--- config.mk ---
export PLATFORM = sky130hd
export DESIGN_NAME = alu_arbiter
export DESIGN_NICKNAME = d
export VERILOG_FILES = /design/src/rtl/alu_arbiter.sv
export SDC_FILE = /design/constraint.sdc
export NUM_CORES = 1
export LEC_CHECK = 0
export ABC_AREA = 1
export BUFFER_PORTS_ARGS = -buffer_cell sky130_fd_sc_hd__buf_2
export CAP_MARGIN = 40
export CORE_UTILIZATION = 25
export DETAILED_ROUTE_END_ITERATION = 7
export HOLD_SLACK_MARGIN = 0.1
export PLACE_DENSITY = 0.57
export SYNTH_ARGS = -nofsm -noshare
export SYNTH_HDL_FRONTEND = slang
export SYNTH_SLANG_ARGS = --single-unit
--- constraint.sdc ---
create_clock -name clk -period 2.5 [get_ports clk]
set_input_delay 0.5 -clock clk [delete_from_list [all_inputs] [get_ports clk]]
set_output_delay 0.5 -clock clk [all_outputs]
set_load 0.005 [all_outputs]
--- src/rtl/alu_arbiter.sv ---
// Round-robin arbiter sharing one combinational ALU between two requesters.
// Operands are registered into the ALU; the result returns with a one-cycle done pulse.
module alu_arbiter #(
    parameter int unsigned WIDTH = 32
) (
    input  logic             clk,
    input  logic             rst,
    input  logic [1:0]       req,
    input  logic [WIDTH-1:0] a0,
    input  logic [WIDTH-1:0] b0,
    input  logic [2:0]       op0,
    input  logic [WIDTH-1:0] a1,
    input  logic [WIDTH-1:0] b1,
    input  logic [2:0]       op1,
    output logic [WIDTH-1:0] alu_a,
    output logic [WIDTH-1:0] alu_b,
    output logic [2:0]       alu_control,
    input  logic [WIDTH-1:0] alu_result,
    output logic [1:0]       gnt,
    output logic [1:0]       done,
    output logic [WIDTH-1:0] result,
    output logic             err,
    output logic             busy
);

    typedef enum logic [1:0] {
        IDLE = 2'd0,
        EXEC = 2'd1,
        RESP = 2'd2
    } state_t;

    state_t           state_q, state_d;
    logic [WIDTH-1:0] alu_a_q, alu_a_d;
    logic [WIDTH-1:0] alu_b_q, alu_b_d;
    logic [2:0]       alu_control_q, alu_control_d;
    logic [WIDTH-1:0] result_q, result_d;
    logic [1:0]       gnt_q, gnt_d;
    logic [1:0]       done_q, done_d;
    logic             err_q, err_d;
    logic             busy_q, busy_d;
    logic             owner_q, owner_d;
    logic             illegal_q, illegal_d;
    logic             ptr_q, ptr_d;
    logic             win;
    logic [2:0]       win_op;

    // Codes 100, 101 and 110 have no ALU function.
    function automatic logic op_illegal(input logic [2:0] op);
        return (op == 3'b100) || (op == 3'b101) || (op == 3'b110);
    endfunction

    always_comb begin
        state_d       = state_q;
        alu_a_d       = alu_a_q;
        alu_b_d       = alu_b_q;
        alu_control_d = alu_control_q;
        result_d      = result_q;
        gnt_d         = 2'b00;
        done_d        = 2'b00;
        err_d         = err_q;
        busy_d        = 1'b0;
        owner_d       = owner_q;
        illegal_d     = illegal_q;
        ptr_d         = ptr_q;
        win           = 1'b0;
        win_op        = op0;

        case (state_q)
            IDLE: begin
                if (req != 2'b00) begin
                    // Single requester wins outright; on contention the pointer decides.
                    win           = (req == 2'b11) ? ptr_q : req[1];
                    win_op        = win ? op1 : op0;
                    alu_a_d       = win ? a1 : a0;
                    alu_b_d       = win ? b1 : b0;
                    alu_control_d = win_op;
                    owner_d       = win;
                    illegal_d     = op_illegal(win_op);
                    gnt_d         = win ? 2'b10 : 2'b01;
                    busy_d        = 1'b1;
                    state_d       = EXEC;
                end
            end
            EXEC: begin
                result_d = illegal_q ? '0 : alu_result;
                err_d    = illegal_q;
                done_d   = owner_q ? 2'b10 : 2'b01;
                busy_d   = 1'b1;
                state_d  = RESP;
            end
            RESP: begin
                ptr_d   = ~owner_q;
                err_d   = 1'b0;
                state_d = IDLE;
            end
            default: begin
                state_d = IDLE;
            end
        endcase
    end

    always_ff @(posedge clk) begin
        if (rst) begin
            state_q       <= IDLE;
            alu_a_q       <= '0;
            alu_b_q       <= '0;
            alu_control_q <= 3'b000;
            result_q      <= '0;
            gnt_q         <= 2'b00;
            done_q        <= 2'b00;
            err_q         <= 1'b0;
            busy_q        <= 1'b0;
            owner_q       <= 1'b0;
            illegal_q     <= 1'b0;
            ptr_q         <= 1'b0;
        end else begin
            state_q       <= state_d;
            alu_a_q       <= alu_a_d;
            alu_b_q       <= alu_b_d;
            alu_control_q <= alu_control_d;
            result_q      <= result_d;
            gnt_q         <= gnt_d;
            done_q        <= done_d;
            err_q         <= err_d;
            busy_q        <= busy_d;
            owner_q       <= owner_d;
            illegal_q     <= illegal_d;
            ptr_q         <= ptr_d;
        end
    end

    assign alu_a       = alu_a_q;
    assign alu_b       = alu_b_q;
    assign alu_control = alu_control_q;
    assign result      = result_q;
    assign gnt         = gnt_q;
    assign done        = done_q;
    assign err         = err_q;
    assign busy        = busy_q;

endmodule

==> metrics.txt, run 1 <==
status finished, final reports clean; IO Port Bufs ~270; Fin Setup TNS 0 ns; Fin. Hold Viols 0; die footprint 0.0189 mm²; largest cells by area after synthesis dfxtp_1 48%, nand2_1 23%, a21oi_1 9.2%, o21ai_0 5.9%, inv_1 4.7%; die height 137 µm; Max clock buf depth 2; Yosys reg bits 110; # Post-CTS Setup Buffers 0; global-route wire length before repair 21700 µm; Required @ worst endpoint 2.78 ns; RSZ-0062 raised after global routing no; post-synthesis sequential area ratio between 40% and 50%; global route overflow 0; fin cells around 1200; CP peak stage delay about 0.35 ns; Tmin final 1.71 ns; Synth top area share between 40% and 50%; PostCTS Resize Cnt 0; remaining routing DRC violations 0; setup ws final 0.789 ns; DR WL/cell ~13 µm; critical-path cell with the highest stage delay buf_4; initial core utilization 25.5%; syn avg cell area 6.94 µm²; post-detail-place hpwl 10700 µm; critical path type reg2reg; fill cell count 1986; clock sink total 110; critical path fanouts, max 24; cell mode on critical path inv_1; Worst Skew 0.0103 ns; Critical Path Sink Type flop; DP Worst Slack 0.682 ns; routed via count 4905; initial antenna violation count 1; Area growth, synth to finish 41.0%; fin crit share roughly two thirds; most frequent cells in the layout 278 x nand2_1, 274 x buf_2, 110 x dfxtp_1; number of distinct library cells after synthesis 17; H-tree depth 3; worst-skew pair later-pin latency 0.36 ns; Multi-input gate area 0.00199 mm²; Pleak 3.51 nW; ANT nets after route 0; cell chain of the critical path inv_1, ha_1, inv_1, nor2_2, buf_4, nand2_1, a21oi_1; post-route cell area around 0.0065 mm²; Slew Limit Headroom 65.3%; WHS Path Cells 3; Fmax about 600 MHz; Pre-Repair DR Iteration Count 4; pwr dens 718 mW/mm²; Register Area 0.00220 mm²; root buffer cell clkbuf_16; max-slew violations 0; Tot GR Track Use approximately 15%; Syn Inst Count 660; DR vias/cell 4.25; MaxCap Viol Count 0; CTS tree yes; Worst Path Arrival between 1.5 and 2 ns; Die W 137 µm; Final Setup Violations 0; Worst R2R Path Depth 7; RePlAce Congestion 0.767; family with the most delay on the worst path buffers and inverters; area of the core 0.0180 mm²; syn nets 835; Tightest Pin Transition between 0.5 and 0.6 ns; Layout Nets approximately 1100; vias in the first global route 4418; DRT Wirelength between 10000 and 15000 µm; most common cell after layout, fill and taps aside nand2_1; Worst-path clk slew about 0.080 ns; Yosys warnings 0; Levels on crit path 7; Mapped Area between 0.004 and 0.005 mm²; Util after Layout roughly 36%; Post-Route Hold Slack 0.337 ns; element type at the critical path start flop; Peak VDD IR 318 µV; Area after DPL 0.00615 mm²; Power, Total 4.63 mW; largest net degree at the start of global routing 55; crit path buf inv count 3; Initial DRC Count ~190; placed insts roughly 1100; I/O pin count between 200 and 300; Hold Crit Class in2reg; layout cell share with drive strength beyond 1 33.5%; CTS Hold Bufs 0; Num CTS Buffers 9; Yosys top cell by area dfxtp_1; FP Rows just under 50
## registers in the layout, summed over array words and instances (netlist names)
| name | count |
|---|---|
| illegal_q | 1 |
| owner_q | 1 |
| alu_control | 3 |
| ptr_q | 1 |
| busy | 1 |
| done | 2 |
| err | 1 |
| alu_a | 32 |
| result | 32 |
| state_q | 2 |
| alu_b | 32 |
| gnt | 2 |
## per-layer routing
layer / GRT usage, % / share of wire (%)
met1: 17.1 / 42
met2: 26.2 / 49
met3: 4.49 / 7.5
met4: 4.64 / 1.5
met5: 0 / 0
## worst register-to-register path: stages, from the launching register on
cell and delay (ns):
dfxtp_1 0.32, inv_1 0.14, ha_1 0.20, inv_1 0.07, nor2_2 0.33, buf_4 0.35
nand2_1 0.10, a21oi_1 0.13
## kinds of logic after synthesis
kind of cell	after synthesis	synth area share, %
buffers and inverters	96	8.72
and+or+nand+nor	310	26.5
adders and majority gates	5	1.37
DFF	110	48.1
AOI/OAI and AO/OA	139	15.3
## cell usage after synthesis, drive strengths merged
cell	number
nor3	2
a21boi	1
nor2	10
clkbuf	23
buf	16
o21ai	54
inv	57
ha	5
nand3	18
a21oi	84
nand2	280
dfxtp	110
## final timing paths
| kind | slack (ns) | from | to |
|---|---|---|---|
| max | 0.79 | state_q[1] | result[23] |
| min | 0.34 | a1[11] | alu_a[11] |
| max reg2reg | 0.79 | state_q[1] | result[23] |
| min reg2reg | 0.46 | alu_control[1] | alu_control[1] |
## layout make-up
type | instances | area share [%]
clock inverters | 7 | 1.14
well taps | 229 | 4.44
flip-flops and latches | 110 | 34.1
inverters | 57 | 3.31
multi-input cells | 454 | 30.8
clock buffers | 9 | 3.49
diodes | 1 | 0.0388
repair buffers | 286 | 22.6
## report_power, final
part           switching (mW)  internal [mW]
combinational           0.617          0.455
clock                   0.762          0.715
sequential              0.106           1.98
total                    1.48           3.15
No activity file was read; power rests on OpenSTA's default activity.
==> inputs of run 2 (changes only) <==
==> constraint.sdc (replaced) <==
create_clock -name clk -period 1.7 [get_ports clk]
set_input_delay 0.34 -clock clk [delete_from_list [all_inputs] [get_ports clk]]
set_output_delay 0.34 -clock clk [all_outputs]
set_load 0.005 [all_outputs]
==> run 2 against run 1 <==
Compared with the run above: hold slack lost 0.15 ns; first-iteration DRC count shrank 5.9%; largest power group unchanged; combinational power grew 54%; critical endpoint is now alu_b[12].
==> metrics.txt, run 2 (synthesis gave the netlist of run 1 again) <==
remaining routing DRC violations 0 (unchanged); post-detail-place hpwl 10500 µm (was 10700 µm); layout cell share with drive strength beyond 1 33.8% (was 33.5%); critical path type reg2reg (unchanged); Area after DPL 0.00624 mm² (was 0.00615 mm²); Internal 4.68 mW (was 3.15 mW); Tightest Pin Transition 0.418 ns (was 0.517 ns); Worst Path Arrival 1.76 ns (was 1.99 ns); element type at the critical path start flop (unchanged); DR WL/cell 12.6 µm (was 12.7 µm); Final Setup Violations 0 (unchanged); largest net degree at the start of global routing 73 (was 55); fill cell count 1977 (was 1986); die height 137 µm (unchanged); global route overflow 0 (unchanged); initial antenna violation count 1 (unchanged); RR Startpoint state_q[0] (was state_q[1]); fin crit share 89.4% (was 68.4%); MaxCap Viol Count 0 (unchanged); reg-to-reg endpoint alu_b[12] (was result[23]); PostCTS Resize Cnt 0 (unchanged); most common cell after layout, fill and taps aside nand2_1 (unchanged); Fmax 658 MHz (was 584 MHz); pwr dens 1040 mW/mm² (was 718 mW/mm²); global-route wire length before repair 21800 µm (was 21700 µm); Initial DRC Count 177 (was 188); root buffer cell clkbuf_16 (unchanged); Critical Path Start state_q[0] (was state_q[1]); Critical Path Sink Type flop (unchanged); most frequent cells in the layout 278 x nand2_1, 274 x buf_2, 110 x dfxtp_1 (unchanged); Slew Limit Headroom 71.9% (was 65.3%); DRT Wirelength 14500 µm (was 14700 µm); clock sink total 110 (unchanged); routed via count 4901 (was 4905); Peak VDD IR 512 µV (was 318 µV); Psw 2.15 mW (was 1.48 mW); status finished, final reports clean (unchanged); vias in the first global route 4387 (was 4418); DP Worst Slack 0.100 ns (was 0.682 ns); initial core utilization 25.5% (unchanged); r2r setup slk 0.18 ns (was 0.79 ns); Fin Setup TNS 0 ns (unchanged); Worst R2R Path Depth 8 (was 7); Tot GR Track Use 14.9% (about the same); Reg power frac 44.8% (was 45.0%); Area growth, synth to finish 43.6% (was 41.0%); critical path fanouts, max 72 (was 24); clock share of power 31.0% (was 31.9%); H-tree depth 3 (unchanged); RSZ-0062 raised after global routing no (unchanged); die footprint 0.0189 mm² (unchanged); RePlAce Congestion 0.779 (was 0.767); Die W 137 µm (unchanged); fin cells 1157 (was 1153); Hold Crit Class in2reg (unchanged); CTS tree yes (unchanged); Num CTS Buffers 9 (unchanged); Pre-Repair DR Iteration Count 6 (was 4); placed insts 1138 (was 1136); Required @ worst endpoint 1.94 ns (was 2.78 ns); setup ws final 0.181 ns (was 0.789 ns); switching portion of total power 31.5% (was 32.0%); post-route cell area 0.00658 mm² (was 0.00646 mm²); FP Rows 49 (unchanged); Tmin final 1.52 ns (was 1.71 ns); Max clock buf depth 2 (unchanged); DR vias/cell 4.24 (was 4.25); Layout Nets 1097 (was 1093); I/O pin count 275 (unchanged); worst setup path endpoint alu_b[12] (was result[23]); Comb power frac 24.2% (was 23.1%); Fin. Hold Viols 0 (unchanged); Worst Skew 0.00711 ns (was 0.0103 ns); Pleak 3.56 nW (was 3.51 nW); worst-skew pair later-pin latency 0.35 ns (was 0.36 ns); max-slew violations 0 (unchanged); ANT nets after route 0 (unchanged); CTS Hold Bufs 0 (unchanged); Worst-path clk slew 0.08 ns (about the same); area of the core 0.0180 mm² (unchanged); IO Port Bufs 274 (unchanged)
run 2: changes by cell type in the layout (fill, tap and decap cells not counted):
| cell | previous run | this run |
|---|---|---|
| buf_4 | 12 | 8 |
| inv_6 | 0 | 2 |
| buf_12 | 0 | 8 |
| inv_12 | 1 | 0 |
| inv_8 | 3 | 2 |
run 2: worst min-delay path by stage:
stage,from,end,depth (start not counted)
2_1_floorplan,owner_q,done[0],1
3_3_place_gp,alu_control[1],alu_control[1],2
3_5_place_dp,alu_control[1],alu_control[1],2
4_1_cts,a1[15],alu_a[15],3
5_1_grt,a0[4],alu_a[4],3
6_report,a1[12],alu_a[12],3
run 2: metrics by stage:
step	power, mW	utilization [%]	hold slack, ns
4_1_cts	6.95	36.4	0.169
3_5_place_dp	4.78	34.8	0.436
5_1_grt	7.32	36.6	0.173
2_1_floorplan	3.98	-	0.426
3_3_place_gp	4.78	34.8	0.436
6_report	6.84	36.6	0.186
run 2: layer usage:
| metal | routed length, µm | part of all wire [%] | vias up | global-route usage, % |
|---|---|---|---|---|
| li1 | - | - | 2588 | - |
| met1 | 6130 | 42 | 2132 | 16.9 |
| met2 | 7090 | 49 | 167 | 26.2 |
| met3 | 1120 | 7.7 | 14 | 4.93 |
| met4 | 204 | 1.4 | 0 | 4.64 |
| met5 | 0 | 0 | - | 0 |
run 2: power by group through the flow:
stage / combinational (mW) / clock, mW / sequential [mW]
after global routing: 1.89 / 2.32 / 3.11
after global placement: 1.66 / 0 / 3.12
final: 1.65 / 2.12 / 3.06
after floorplan: 0.827 / 0 / 3.15
after detailed placement: 1.67 / 0 / 3.12
after CTS: 1.67 / 2.22 / 3.07
run 2: cell type report:
type | count | area, µm² | area share, %
diodes | 1 | 2.50 | 0.0381
clock buffers | 9 | 225 | 3.42
clock inverters | 7 | 63.8 | 0.970
inverters | 57 | 214 | 3.25
multi-input cells | 454 | 1990 | 30.3
flip-flops and latches | 110 | 2200 | 33.5
well taps | 229 | 287 | 4.36
repair buffers | 290 | 1590 | 24.2
run 2: what timing repair did:
action / in CTS / in global routing
setup endpoints to repair: 0 / 16
endpoints found under the hold margin: 0 / 0
buffers inserted: 0 / 2
run 2: worst max-delay path: stages, from the launching register on:
cell     delay (ns)
dfxtp_1        0.33
inv_1          0.12
ha_1           0.16
inv_1          0.08
nor2_4         0.18
buf_12         0.27
nand2_1        0.10
inv_1          0.07
a21oi_1        0.05
==> inputs of run 3 (changes only) <==
--- a/config.mk
+++ b/config.mk
@@ -8,6 +8,7 @@
 export ABC_AREA = 1
 export BUFFER_PORTS_ARGS = -buffer_cell sky130_fd_sc_hd__buf_2
 export CAP_MARGIN = 40
+export CORE_ASPECT_RATIO = 1.25
 export CORE_UTILIZATION = 25
 export DETAILED_ROUTE_END_ITERATION = 7
 export HOLD_SLACK_MARGIN = 0.1
==> run 3 against run 2 <==
Compared with the run above: clock-buffer cell count grew 1; combinational power grew 5%; via count grew 2.3%; clock skew is essentially flat; fmax shrank 2.7%; global-route usage shrank 0.13 points; non-clock buffer count grew 2; clock power grew 2%; largest cell class unchanged.
==> metrics.txt, run 3 (synthesis gave the netlist of run 1 again) <==
status finished, final reports clean (unchanged); DP Worst Slack 0.133 ns (was 0.100 ns); clock sink total 110 (unchanged); clock share of power 31.0% (about the same); Fmax 640 MHz (was 658 MHz); die footprint 0.0189 mm² (about the same); Die W 123 µm (was 137 µm); cell chain of the critical path inv_1, ha_1, inv_2, nor2_4, buf_12, buf_4, buf_12, o21ai_0, a21oi_1 (was inv_1, ha_1, inv_1, nor2_4, buf_12, nand2_1, inv_1, a21oi_1); Post-Route Hold Slack 0.186 ns (about the same); Worst Skew 0.00670 ns (was 0.00711 ns); MaxCap Viol Count 0 (unchanged); Max clock buf depth 2 (unchanged); Worst Path Arrival 1.81 ns (was 1.76 ns); Pleak 3.60 nW (was 3.56 nW); remaining routing DRC violations 0 (unchanged); Internal 4.86 mW (was 4.68 mW); Hold Crit Class in2reg (unchanged); H-tree depth 3 (unchanged); Tightest Pin Transition 0.351 ns (was 0.418 ns); fin crit share 91.9% (was 89.4%); DR WL/cell 13.0 µm (was 12.6 µm); r2r setup slk 0.14 ns (was 0.18 ns); Required @ worst endpoint 1.94 ns (about the same); Fin Setup TNS 0 ns (unchanged); Hold EP alu_a[17] (was alu_a[12]); Antenna Cells 0 (was 1); Tot GR Track Use 14.8% (was 14.9%); RSZ-0062 raised after global routing no (unchanged); DR vias/cell 4.35 (was 4.24); placed insts 1130 (was 1138); critical-path cell with the highest stage delay dfxtp_1 (unchanged); WHS Path Cells 3 (unchanged); critical path type reg2reg (unchanged); initial core utilization 25.9% (was 25.5%); layout cell share with drive strength beyond 1 34.0% (was 33.8%); fill cell count 1955 (was 1977); CP peak stage delay 0.36 ns (was 0.33 ns); worst-skew pair later-pin latency 0.35 ns (about the same); Layout Nets 1099 (was 1097); vias in the first global route 4497 (was 4387); Worst R2R Path Depth 9 (was 8); post-detail-place hpwl 10200 µm (was 10500 µm); root buffer cell clkbuf_16 (unchanged); Util after Layout 37.5% (was 36.6%); area of the core 0.0177 mm² (was 0.0180 mm²); RePlAce Congestion 0.760 (was 0.779); cell mode on critical path buf_12 (was inv_1); Multi-input gate area 0.00200 mm² (was 0.00199 mm²); initial antenna violation count 0 (was 1); CTS tree yes (unchanged); most common cell after layout, fill and taps aside nand2_1 (unchanged); Peak VDD IR 438 µV (was 512 µV); global-route wire length before repair 21800 µm (about the same); Psw 2.13 mW (was 2.15 mW); Tmin final 1.56 ns (was 1.52 ns); die height 153 µm (was 137 µm); setup ws final 0.139 ns (was 0.181 ns); Critical Path Start state_q[0] (unchanged); hold path startpoint a0[17] (was a1[12]); Final Setup Violations 0 (unchanged); Num CTS Buffers 9 (unchanged); Register Area 0.00220 mm² (unchanged); Worst-path clk slew 0.07 ns (was 0.08 ns); largest net degree at the start of global routing 97 (was 73); FP Rows 54 (was 49); Reg power frac 44.0% (was 44.8%); Initial DRC Count 188 (was 177); global route overflow 0 (unchanged); IO Port Bufs 274 (unchanged); switching portion of total power 30.4% (was 31.5%); I/O pin count 275 (unchanged); reg-to-reg endpoint alu_b[12] (unchanged); Area growth, synth to finish 44.9% (was 43.6%); Slew Limit Headroom 76.4% (was 71.9%); pwr dens 1050 mW/mm² (was 1040 mW/mm²); most frequent cells in the layout 278 x nand2_1, 274 x buf_2, 110 x dfxtp_1 (unchanged); ANT nets after route 0 (unchanged); routed via count 5014 (was 4901); critical path fanouts, max 24 (was 72); Comb power frac 25.0% (was 24.2%); DRT Wirelength 15000 µm (was 14500 µm); element type at the critical path start flop (unchanged); Critical Path Sink Type flop (unchanged); RR Startpoint state_q[0] (unchanged); max-slew violations 0 (unchanged); Fin. Hold Viols 0 (unchanged); fin cells 1153 (was 1157); Pre-Repair DR Iteration Count 4 (was 6)
## run 3: changes by cell type in the layout (fill, tap and decap cells not counted), sizes merged
cell / previous run / this run
inv: 61 / 59
bufinv: 0 / 1
clkbuf: 9 / 11
buf: 290 / 291
clkinv: 1 / 2
clkinvlp: 2 / 1
diode: 1 / 0
## run 3: layout make-up
type	count	area share (%)
clock buffers	10	3.45
clock inverters	6	1.04
inverters	57	3.23
multi-input cells	454	30.1
flip-flops and latches	110	33.2
well taps	224	4.22
repair buffers	292	24.8
## run 3: routing by layer
layer	share of wire, %	GRT usage, %
met1	40	15.9
met2	51	27.3
met3	7.1	3.28
met4	1.9	6.14
met5	0	0
## run 3: worst max-delay path by stage
| stage | end | cells past startpoint |
|---|---|---|
| global route | alu_a[2] | 9 |
| floorplan | alu_a[22] | 9 |
| finish | alu_b[12] | 9 |
| detailed placement | alu_a[5] | 8 |
| global placement | alu_a[11] | 8 |
| CTS | alu_a[15] | 8 |
## run 3: what timing repair did
item / 4_1_cts / 5_1_grt
buffers inserted: 0 / 5
endpoints found under the setup margin: 0 / 51
gates resized for setup: 0 / 10
hold buffers: 0 / 0
## run 3: power groups by stage
stage	Sequential (mW)	Combinational, mW	Clock (mW)
3_5_place_dp	3.12	1.66	0
4_1_cts	3.07	1.66	2.27
2_1_floorplan	3.15	0.827	0
3_3_place_gp	3.13	1.65	0
6_report	3.07	1.74	2.17
5_1_grt	3.12	1.98	2.37
## run 3: per-stage QoR
stage	instance area, µm²	power [mW]
floorplan	4580	3.98
global placement	6220	4.78
detailed placement	6220	4.78
CTS	6510	7.01
global route	6630	7.46
finish	6630	6.98
## run 3: worst max-delay path: cells and delay by family (launching register included)
| family | cells | cell delay, ns |
|---|---|---|
| AO/OA/AOI/OAI | 2 | 0.22 |
| adder cells (fa/ha/maj) | 1 | 0.21 |
| buffers and inverters | 5 | 0.61 |
| flip-flops | 1 | 0.36 |
| AND/OR/NAND/NOR | 1 | 0.05 |
